$ cat config.mk
export PLATFORM = sky130hd
export DESIGN_NAME = mem_access_unit_flat
export DESIGN_NICKNAME = d
export VERILOG_FILES = /design/src/rtl/mem_access_unit_if.sv /design/src/rtl/mem_access_unit.sv /design/src/flat_wrapper.sv
export SDC_FILE = /design/constraint.sdc
export NUM_CORES = 1
export LEC_CHECK = 0
export ABC_AREA = 1
export CAP_MARGIN = 0
export CORE_MARGIN = 5
export CORE_UTILIZATION = 52
export DETAILED_ROUTE_END_ITERATION = 6
export GPL_TIMING_DRIVEN = 0
export PLACE_DENSITY = 0.85
export SYNTH_ARGS = -nofsm -noshare
export SYNTH_HDL_FRONTEND = slang
export SYNTH_SLANG_ARGS = --single-unit
$ cat constraint.sdc
create_clock -name i_clk -period 3.3 [get_ports i_clk]
set_clock_uncertainty 0.1 [all_clocks]
set_input_delay 0.825 -clock i_clk [delete_from_list [all_inputs] [get_ports i_clk]]
set_output_delay 0.825 -clock i_clk [all_outputs]
set_load 0.05 [all_outputs]
$ cat src/rtl/mem_access_unit_if.sv
// CPU-side request/response and DataMemory bus signals of the load/store sequencer.
// slave: the sequencer itself; master: the CPU datapath plus DataMemory.
interface mem_access_unit_if;
    logic        req;
    logic        write;
    logic        is_byte;
    logic        is_unsigned;
    logic [15:0] address;
    logic [15:0] store_data;
    logic        ready;
    logic        done;
    logic        fault;
    logic [15:0] load_data;
    logic [15:0] mem_address;
    logic [15:0] mem_write_data;
    logic        mem_write;
    logic        mem_read;
    logic [15:0] mem_read_data;

    modport slave (
        input  req, write, is_byte, is_unsigned, address, store_data, mem_read_data,
        output ready, done, fault, load_data, mem_address, mem_write_data, mem_write, mem_read
    );

    modport master (
        output req, write, is_byte, is_unsigned, address, store_data, mem_read_data,
        input  ready, done, fault, load_data, mem_address, mem_write_data, mem_write, mem_read
    );
endinterface

$ cat src/rtl/mem_access_unit.sv
// Load/store sequencer in front of a big-endian, byte-addressed DataMemory that
// always reads and writes two bytes. Byte stores are read-modify-write.
//
// state  | meaning
// IDLE   | ready, waiting for a request
// ACCESS | one memory read or write at the registered address
// MERGE  | byte store: write back the captured word with one lane replaced
// RESP   | Done pulse, Fault valid
module mem_access_unit #(
    parameter int MEM_BYTES = 128
) (
    input logic              i_clk,
    input logic              i_rst,
    mem_access_unit_if.slave io_bus
);
    typedef enum logic [1:0] {ST_IDLE, ST_ACCESS, ST_MERGE, ST_RESP} state_t;

    localparam logic [15:0] LP_WORD_MAX = 16'(MEM_BYTES - 2);
    localparam logic [15:0] LP_BYTE_MAX = 16'(MEM_BYTES - 1);

    state_t      r_state;
    logic        r_write;
    logic        r_byte;
    logic        r_unsigned;
    logic        r_lane_lo;
    logic [7:0]  r_store_byte;
    logic [15:0] r_merge;
    logic        r_done;
    logic        r_fault;
    logic [15:0] r_load_data;
    logic [15:0] r_mem_addr;
    logic [15:0] r_mem_wdata;
    logic        r_mem_read;
    logic        r_mem_write;

    logic        w_fault;
    logic        w_lane_lo;
    logic [15:0] w_base;
    logic [7:0]  w_lane_byte;
    logic [15:0] w_load_ext;
    logic [15:0] w_merged;

    // Accept-time range check and byte lane selection; load extension and store merge.
    always_comb begin
        w_lane_lo   = io_bus.is_byte && (io_bus.address == LP_BYTE_MAX);
        w_fault     = io_bus.is_byte ? (io_bus.address > LP_BYTE_MAX)
                                     : (io_bus.address > LP_WORD_MAX);
        w_base      = w_lane_lo ? (io_bus.address - 16'd1) : io_bus.address;
        w_lane_byte = r_lane_lo ? io_bus.mem_read_data[7:0] : io_bus.mem_read_data[15:8];
        w_load_ext  = r_unsigned ? {8'h00, w_lane_byte} : {{8{w_lane_byte[7]}}, w_lane_byte};
        w_merged    = r_lane_lo ? {r_merge[15:8], r_store_byte} : {r_store_byte, r_merge[7:0]};
    end

    // Sequencer FSM with registered bus strobes and response flags.
    always_ff @(posedge i_clk) begin
        if (i_rst) begin
            r_state      <= ST_IDLE;
            r_write      <= 1'b0;
            r_byte       <= 1'b0;
            r_unsigned   <= 1'b0;
            r_lane_lo    <= 1'b0;
            r_store_byte <= 8'h00;
            r_merge      <= 16'h0000;
            r_done       <= 1'b0;
            r_fault      <= 1'b0;
            r_load_data  <= 16'h0000;
            r_mem_addr   <= 16'h0000;
            r_mem_wdata  <= 16'h0000;
            r_mem_read   <= 1'b0;
            r_mem_write  <= 1'b0;
        end else begin
            case (r_state)
                ST_IDLE: begin
                    if (io_bus.req) begin
                        r_write      <= io_bus.write;
                        r_byte       <= io_bus.is_byte;
                        r_unsigned   <= io_bus.is_unsigned;
                        r_lane_lo    <= w_lane_lo;
                        r_store_byte <= io_bus.store_data[7:0];
                        r_fault      <= w_fault;
                        if (w_fault) begin
                            r_done  <= 1'b1;
                            r_state <= ST_RESP;
                        end else begin
                            r_mem_addr  <= w_base;
                            r_mem_read  <= !io_bus.write || io_bus.is_byte;
                            r_mem_write <= io_bus.write && !io_bus.is_byte;
                            r_mem_wdata <= (io_bus.write && !io_bus.is_byte) ? io_bus.store_data
                                                                             : 16'h0000;
                            r_state     <= ST_ACCESS;
                        end
                    end
                end
                ST_ACCESS: begin
                    if (r_write && r_byte) begin
                        r_merge     <= io_bus.mem_read_data;
                        r_mem_read  <= 1'b0;
                        r_mem_write <= 1'b1;
                        r_state     <= ST_MERGE;
                    end else begin
                        if (!r_write) begin
                            r_load_data <= r_byte ? w_load_ext : io_bus.mem_read_data;
                        end
                        r_mem_addr  <= 16'h0000;
                        r_mem_wdata <= 16'h0000;
                        r_mem_read  <= 1'b0;
                        r_mem_write <= 1'b0;
                        r_done      <= 1'b1;
                        r_state     <= ST_RESP;
                    end
                end
                ST_MERGE: begin
                    r_mem_addr  <= 16'h0000;
                    r_mem_wdata <= 16'h0000;
                    r_mem_write <= 1'b0;
                    r_done      <= 1'b1;
                    r_state     <= ST_RESP;
                end
                default: begin
                    r_done  <= 1'b0;
                    r_fault <= 1'b0;
                    r_state <= ST_IDLE;
                end
            endcase
        end
    end

    // Strobes are gated by reset so a pending write never lands in a reset cycle.
    assign io_bus.ready          = (r_state == ST_IDLE) && !i_rst;
    assign io_bus.done           = r_done;
    assign io_bus.fault          = r_fault;
    assign io_bus.load_data      = r_load_data;
    assign io_bus.mem_address    = r_mem_addr;
    assign io_bus.mem_write_data = (r_state == ST_MERGE) ? w_merged : r_mem_wdata;
    assign io_bus.mem_write      = r_mem_write && !i_rst;
    assign io_bus.mem_read       = r_mem_read && !i_rst;
endmodule

$ cat src/flat_wrapper.sv
// flat-port wrapper written by rule: the top's interface ports become plain ports
module mem_access_unit_flat 
#(
    parameter int MEM_BYTES = 128
)
  (i_clk, i_rst, io_bus_req, io_bus_write, io_bus_is_byte, io_bus_is_unsigned, io_bus_address, io_bus_store_data, io_bus_mem_read_data, io_bus_ready, io_bus_done, io_bus_fault, io_bus_load_data, io_bus_mem_address, io_bus_mem_write_data, io_bus_mem_write, io_bus_mem_read);
  mem_access_unit_if io_bus_i ();
  input logic i_clk;
  input logic i_rst;
  input wire logic [$bits(io_bus_i.req)-1:0] io_bus_req;
  input wire logic [$bits(io_bus_i.write)-1:0] io_bus_write;
  input wire logic [$bits(io_bus_i.is_byte)-1:0] io_bus_is_byte;
  input wire logic [$bits(io_bus_i.is_unsigned)-1:0] io_bus_is_unsigned;
  input wire logic [$bits(io_bus_i.address)-1:0] io_bus_address;
  input wire logic [$bits(io_bus_i.store_data)-1:0] io_bus_store_data;
  input wire logic [$bits(io_bus_i.mem_read_data)-1:0] io_bus_mem_read_data;
  output wire logic [$bits(io_bus_i.ready)-1:0] io_bus_ready;
  output wire logic [$bits(io_bus_i.done)-1:0] io_bus_done;
  output wire logic [$bits(io_bus_i.fault)-1:0] io_bus_fault;
  output wire logic [$bits(io_bus_i.load_data)-1:0] io_bus_load_data;
  output wire logic [$bits(io_bus_i.mem_address)-1:0] io_bus_mem_address;
  output wire logic [$bits(io_bus_i.mem_write_data)-1:0] io_bus_mem_write_data;
  output wire logic [$bits(io_bus_i.mem_write)-1:0] io_bus_mem_write;
  output wire logic [$bits(io_bus_i.mem_read)-1:0] io_bus_mem_read;
  assign io_bus_i.req = io_bus_req;
  assign io_bus_i.write = io_bus_write;
  assign io_bus_i.is_byte = io_bus_is_byte;
  assign io_bus_i.is_unsigned = io_bus_is_unsigned;
  assign io_bus_i.address = io_bus_address;
  assign io_bus_i.store_data = io_bus_store_data;
  assign io_bus_i.mem_read_data = io_bus_mem_read_data;
  assign io_bus_ready = io_bus_i.ready;
  assign io_bus_done = io_bus_i.done;
  assign io_bus_fault = io_bus_i.fault;
  assign io_bus_load_data = io_bus_i.load_data;
  assign io_bus_mem_address = io_bus_i.mem_address;
  assign io_bus_mem_write_data = io_bus_i.mem_write_data;
  assign io_bus_mem_write = io_bus_i.mem_write;
  assign io_bus_mem_read = io_bus_i.mem_read;
  mem_access_unit #(.MEM_BYTES(MEM_BYTES)) u_core (.i_clk(i_clk), .i_rst(i_rst), .io_bus(io_bus_i));
endmodule
==> results.py <==
metrics = {
    "placement": {
        "place_ws_ps": -563,
        "placed_cells": 790,
        "numPortBuffers": 106,
        "gp_congestion": 0.888,
        "dp_hpwl_um": 9530,
    },
    "power_and_ir_drop": {
        "p_total_mw": 5.02,
        "power_density_mw_per_mm2": 959,
        "leakagePower_nw": 2.32,
        "vdd_drop_max_mv": 0.491,
    },
    "sta": {
        "fin_ws_ps": 183,
        "min_period_ps": 3120,
        "maxSlewHeadroom_pct": 62.4,
        "fmax_mhz": 321,
        "grt_setup_unrepaired": "no",
        "setup_viol": 0,
        "hold_viol_final": 0,
        "drv_slew": 0,
        "tightest_slew_ps": 564,
        "finalCritPeriodShare_pct": 94.4,
    },
    "critical_path": {
        "end_kind": "primary output",
        "required_ps": 2370,
        "r2r-start": "u_core.r_state[0]",
        "critPathSlowestCell": "dlygate4sd2_1",
        "crit_path_start_kind": "flip-flop",
        "crit_path_start": "u_core.r_lane_lo",
        "cp.arrival_ps": 2190,
        "crit_path_max_fanout": 10,
        "reg2reg_depth": 8,
        "r2r_slack_ps": 1240,
        "rr_endpoint": "u_core.io_bus.mem_address[5]",
        "critPathCapture": "io_bus_mem_write_data[3]",
        "cpPeakStageDelay_ps": 570,
        "worstPathCellList": "buf_2 > inv_1 > clkbuf_2 > nor2_1 > o21ai_0 > dlygate4sd2_1",
        "critical_path_class": "flip-flop to primary output",
    },
    "yosys": {
        "ys_seq_area_share_pct": 41.9,
        "syn_area_sq_mm": 0.00392,
        "avgSynthCellArea_sq_um": 6.71,
        "synth_fp_nets": 646,
        "syn_inst": 585,
        "ys_types": 23,
        "synth_seq_cells": 82,
        "yosysWarnings": 0,
    },
    "clock_tree": {
        "cts_sinks": 82,
        "numCtsBuffers": 9,
        "cts_max_path_buffers": 2,
        "cts-root-buf": "clkbuf_8",
        "clk_pin_slew_worst_paths_ps": 80,
        "tritoncts": "built",
        "h-tree-depth": 3,
        "insertion_delay_ps": 360,
    },
    "global_route": {
        "grt_overflow_total": 0,
        "grt_pass1_vias": 4254,
        "grt_pass1_wl_um": 20900,
        "grt_usage_pct": 26.7,
        "grt_max_degree": 14,
        "antenna_found_initial": 0,
    },
    "routing": {
        "ant_nets": 0,
        "remaining_drc_errors": 0,
        "vias_per_cell": 5.47,
        "first_pass_iters": 5,
        "dr_total_vias": 4401,
        "drt_iter0_drc": 360,
        "route.final.wire_length_um": 12600,
        "wl_per_cell_um": 15.7,
    },
    "layout": {
        "multi_input_area_sq_mm": 0.00196,
        "seqCellArea_sq_mm": 0.00164,
        "antenna_cells": 0,
        "final_nets": 762,
        "drive_gt1_share_pct": 7.23,
        "synthToLayoutAreaGrowth_pct": 33.5,
        "nFillCells": 675,
        "instances_no_fill": 804,
    },
    "floorplan": {
        "die-area_sq_mm": 0.00938,
        "pin_count": 107,
        "rows": 31,
        "initial_utilization_pct": 53.8,
        "die_h_um": 96.9,
        "core_region_area_sq_mm": 0.00729,
        "die_w_um": 96.9,
    },
    "outcome": {
        "status": "finished, final reports clean",
    },
    "hold_path": {
        "min_path_type": "flip-flop to flip-flop",
    },
    "run": {
        "cap_violations": 0,
    },
}
through the flow:
stage | utilization, % | hold slack [ps] | area [sq um] | TNS, ps
2_1_floorplan | - | 339 | 3920 | 0
5_1_grt | 71.8 | 396 | 5240 | 0
3_3_place_gp | 70.0 | 352 | 5110 | -1560
6_report | 71.8 | 368 | 5240 | 0
3_5_place_dp | 70.0 | 357 | 5110 | -1800
4_1_cts | 72.6 | 371 | 5290 | 0
synth_stat cells:
| cell type | number | area, sq um |
|---|---|---|
| inv_1 | 37 | 139 |
| nor3_4 | 2 | 32.5 |
| clkbuf_1 | 22 | 82.6 |
| o31ai_1 | 1 | 7.51 |
| o21ai_0 | 74 | 370 |
| nand2_1 | 105 | 394 |
| buf_2 | 10 | 50.1 |
| a31oi_1 | 1 | 6.26 |
| a22oi_1 | 1 | 7.51 |
| ha_1 | 7 | 87.6 |
| nand4_1 | 1 | 6.26 |
| o211ai_1 | 7 | 52.6 |
| nor2_1 | 113 | 424 |
| buf_1 | 1 | 3.75 |
| inv_2 | 3 | 11.3 |
| nor2_2 | 3 | 18.8 |
| buf_4 | 2 | 15.0 |
| nand3_1 | 58 | 290 |
| dfxtp_1 | 82 | 1640 |
| nand2_2 | 2 | 12.5 |
| a21oi_1 | 50 | 250 |
| clkinv_1 | 2 | 7.51 |
| buf_6 | 1 | 11.3 |
placed cells by master (no fill, tap or decap):
cell               n
dlygate4sd2_1      7
clkinvlp_4         1
clkinv_4           1
clkbuf_2           3
a31oi_1            1
clkdlybuf4s18_2    1
clkdlybuf4s50_1   86
o211ai_1           7
nand4_1            1
nor2_2             3
buf_2             20
nand3_1           58
o21ai_0           74
nand2_1          105
clkbuf_8           9
dfxtp_1           82
o31ai_1            1
a22oi_1            1
inv_1             37
inv_2              3
clkbuf_1          20
buf_6              1
buf_4              2
ha_1               7
bufinv_16          1
clkinv_2           2
clkdlybuf4s15_1    1
a21oi_1           50
dlymetal6s2s_1     1
nor2_1           113
nand2_2            2
clkinv_1           2
nor3_4             2
critical path: cells and delay by family (launching register included):
| family | cells | cell delay [ps] |
|---|---|---|
| AO/OA/AOI/OAI | 1 | 270 |
| buffers and inverters | 4 | 1190 |
| flip-flops | 1 | 300 |
| AND/OR/NAND/NOR | 1 | 70 |
where the power goes:
group / internal (mW) / total, mW / switching, mW
clock: 0.345 / 0.711 / 0.367
combinational: 0.854 / 2.87 / 2.01
sequential: 1.28 / 1.44 / 0.165
total: 2.48 / 5.02 / 2.54
state kept, by name, indices dropped and copies added (netlist names):
register,cells
u_core.io_bus.done,1
u_core.r_state,2
u_core.r_byte,1
u_core.r_unsigned,1
u_core.r_mem_write,1
u_core.r_store_byte,8
u_core.r_write,1
u_core.r_lane_lo,1
u_core.io_bus.load_data,16
u_core.r_mem_read,1
u_core.r_mem_wdata,16
u_core.io_bus.fault,1
u_core.r_merge,16
u_core.io_bus.mem_address,16
cells by family (layout without fill, tap and decap cells):
logic type | Yosys count | in the layout | share of synthesized area (%)
AO/OA/AOI/OAI | 134 | 134 | 17.7
adder cells (fa/ha/maj) | 7 | 7 | 2.23
flip-flops | 82 | 82 | 41.8
AND/OR/NAND/NOR | 284 | 284 | 30.0
buffers and inverters | 78 | 198 | 8.17
routing by layer:
layer | GRT usage (%) | part of all wire, % | vias to the layer above
li1 | - | - | 2133
met1 | 35.7 | 43 | 2035
met2 | 43.6 | 47 | 209
met3 | 5.32 | 7.8 | 24
met4 | 8.10 | 1.7 | 0
met5 | 0 | 0 | -
worst min-delay path by stage:
stage,slack (ps),to,from,cells past startpoint
3_5_place_dp,360,u_core.io_bus.mem_address[6],u_core.io_bus.mem_address[6],2
3_3_place_gp,350,u_core.io_bus.mem_address[12],u_core.io_bus.mem_address[12],2
5_1_grt,400,u_core.io_bus.mem_address[5],u_core.io_bus.mem_address[5],2
2_1_floorplan,340,u_core.r_mem_wdata[0],u_core.r_mem_wdata[0],2
4_1_cts,370,u_core.io_bus.mem_address[6],u_core.io_bus.mem_address[6],2
6_report,370,u_core.io_bus.mem_address[6],u_core.io_bus.mem_address[6],2
layout make-up:
class,count,share of cell area [%]
sequential,82,31.4
buffer,35,3.11
timing repair buffer,106,19.2
clock buffer,10,2.44
clock inverter,5,1.08
inverter,42,3.01
tap,99,2.37
multi-input combinational,425,37.5
what timing repair did:
action / CTS / global route
gates resized for setup: 51 / 26
setup buffers: 0 / 0
hold buffers: 0 / 0
setup endpoints to repair: 19 / 19
Note: power is estimated with default switching activity, not from simulation.
==> edit: new RTL, config.mk and constraints unchanged <==
Encoding of `state_t`: now one-hot (4 bits for 4 states).
--- a/src/rtl/mem_access_unit.sv
+++ b/src/rtl/mem_access_unit.sv
@@ -13,7 +13,7 @@
     input logic              i_rst,
     mem_access_unit_if.slave io_bus
 );
-    typedef enum logic [1:0] {ST_IDLE, ST_ACCESS, ST_MERGE, ST_RESP} state_t;
+    typedef enum logic [3:0] {ST_IDLE = 4'b0001, ST_ACCESS = 4'b0010, ST_MERGE = 4'b0100, ST_RESP = 4'b1000} state_t;
 
     localparam logic [15:0] LP_WORD_MAX = 16'(MEM_BYTES - 2);
     localparam logic [15:0] LP_BYTE_MAX = 16'(MEM_BYTES - 1);
Behaviour: no difference found for any inputs over 10 cycles, from zero or initial values and one cycle with i_rst high; not proved beyond that.
==> edit against the unedited design <==
- cell area is 0.24% lower
- final cell count is 0.87% lower
- via count decreased by 3.8%
- routed wire length down 0.84%
- sequential cell count rose by 2
- synthesized area shrank 0.77%
- worst setup slack got worse by 0.053 ns
- critical path type unchanged
- critical endpoint is now io_bus_mem_write_data[12]
Power is not compared: it rests on default switching activity, and its combinational part moved more than twofold at a synthesized area within 25%.
==> edit: results <==
INSERT INTO impl_metrics (metric_group, metric, value, unit) VALUES
('outcome', 'run_status', 'complete, no violations', ''),
('logic_synthesis', 'synth_cells', '577', ''),
('drt', 'vias', '4233', ''),
('placement', 'placement.io_buffers', '105', ''),
('min_path', 'startpoint_of_the_worst_hold_path', 'u_core.io_bus.mem_address[7]', ''),
('worst_setup_path', 'timing.critical_path.from', 'u_core.r_state[1]', ''),
('logic_synthesis', 'yosysSeqAreaShare', '43.20', '%'),
('finish', 'num-nets-final', '750', ''),
('sta', 'final.setup.worst_slack', '0.1305', 'ns'),
('logic_synthesis', 'complex_gate_fraction_of_the_synthesized_area', '16.94', '%'),
('placement', 'detailed_place_hpwl', '9.638', 'mm'),
('finish', 'final_layout_size_suffix_gt1_share', '7.163', '%'),
('worst_setup_path', 'timing.critical_path.slowest_cell_delay', '0.55', 'ns'),
('sta', 'worstMarginPinSlew', '0.5430', 'ns'),
('placement', 'placedInstanceArea', '5067', 'um2'),
('drt', 'wl_per_cell', '15.72', 'um'),
('placement', 'post-place-ws', '0.05962', 'ns'),
('drt', 'detail_route.iter0.violations', '375', ''),
('logic_synthesis', 'post_synth_fa_ha_maj_area_fraction', '0.9643', '%'),
('global_route', 'grt_start_max_net_pins', '16', ''),
('global_route', 'grt_pass1_wl', '19.44', 'mm'),
('drt', 'drt_pass1_iterations', '7', ''),
('sta', 'fin_hold_ws', '0.3388', 'ns'),
('placement', 'place.gp.congestion', '0.9310', ''),
('clocking', 'cts-resized-gates', '16', ''),
('logic_synthesis', 'synth_fp_nets', '634', '');
[edit: cell count changes in the layout (fill, tap and decap cells not counted), moves of 20 or more]
| cell | unedited run | this run |
|---|---|---|
| sky130_fd_sc_hd__nor2_1 | 113 | 80 |
| sky130_fd_sc_hd__nand4_1 | 1 | 21 |
| sky130_fd_sc_hd__nand2_1 | 105 | 127 |
| sky130_fd_sc_hd__nand3_1 | 58 | 15 |
| sky130_fd_sc_hd__inv_1 | 37 | 78 |
[edit: area by class of cell]
cell class | instances | share of cell area, %
plain buffers | 33 | 2.875
clock buffers | 9 | 2.372
clock inverters | 7 | 1.893
inverters | 85 | 6.109
multi-input cells | 375 | 33.37
flip-flops and latches | 84 | 32.20
well taps | 99 | 2.372
repair buffers | 105 | 18.81
[edit: metal layers]
metal  GRT usage [%]  wire length [um]
met3           7.746              1241
met5               0                 0
met2           44.20              5804
met1           35.02              5212
met4           9.579               270
[edit: where the power goes]
part	switching (uW)	internal [uW]
Clock	399	432
Sequential	35.1	1090
Combinational	550	252
Total	984	1770
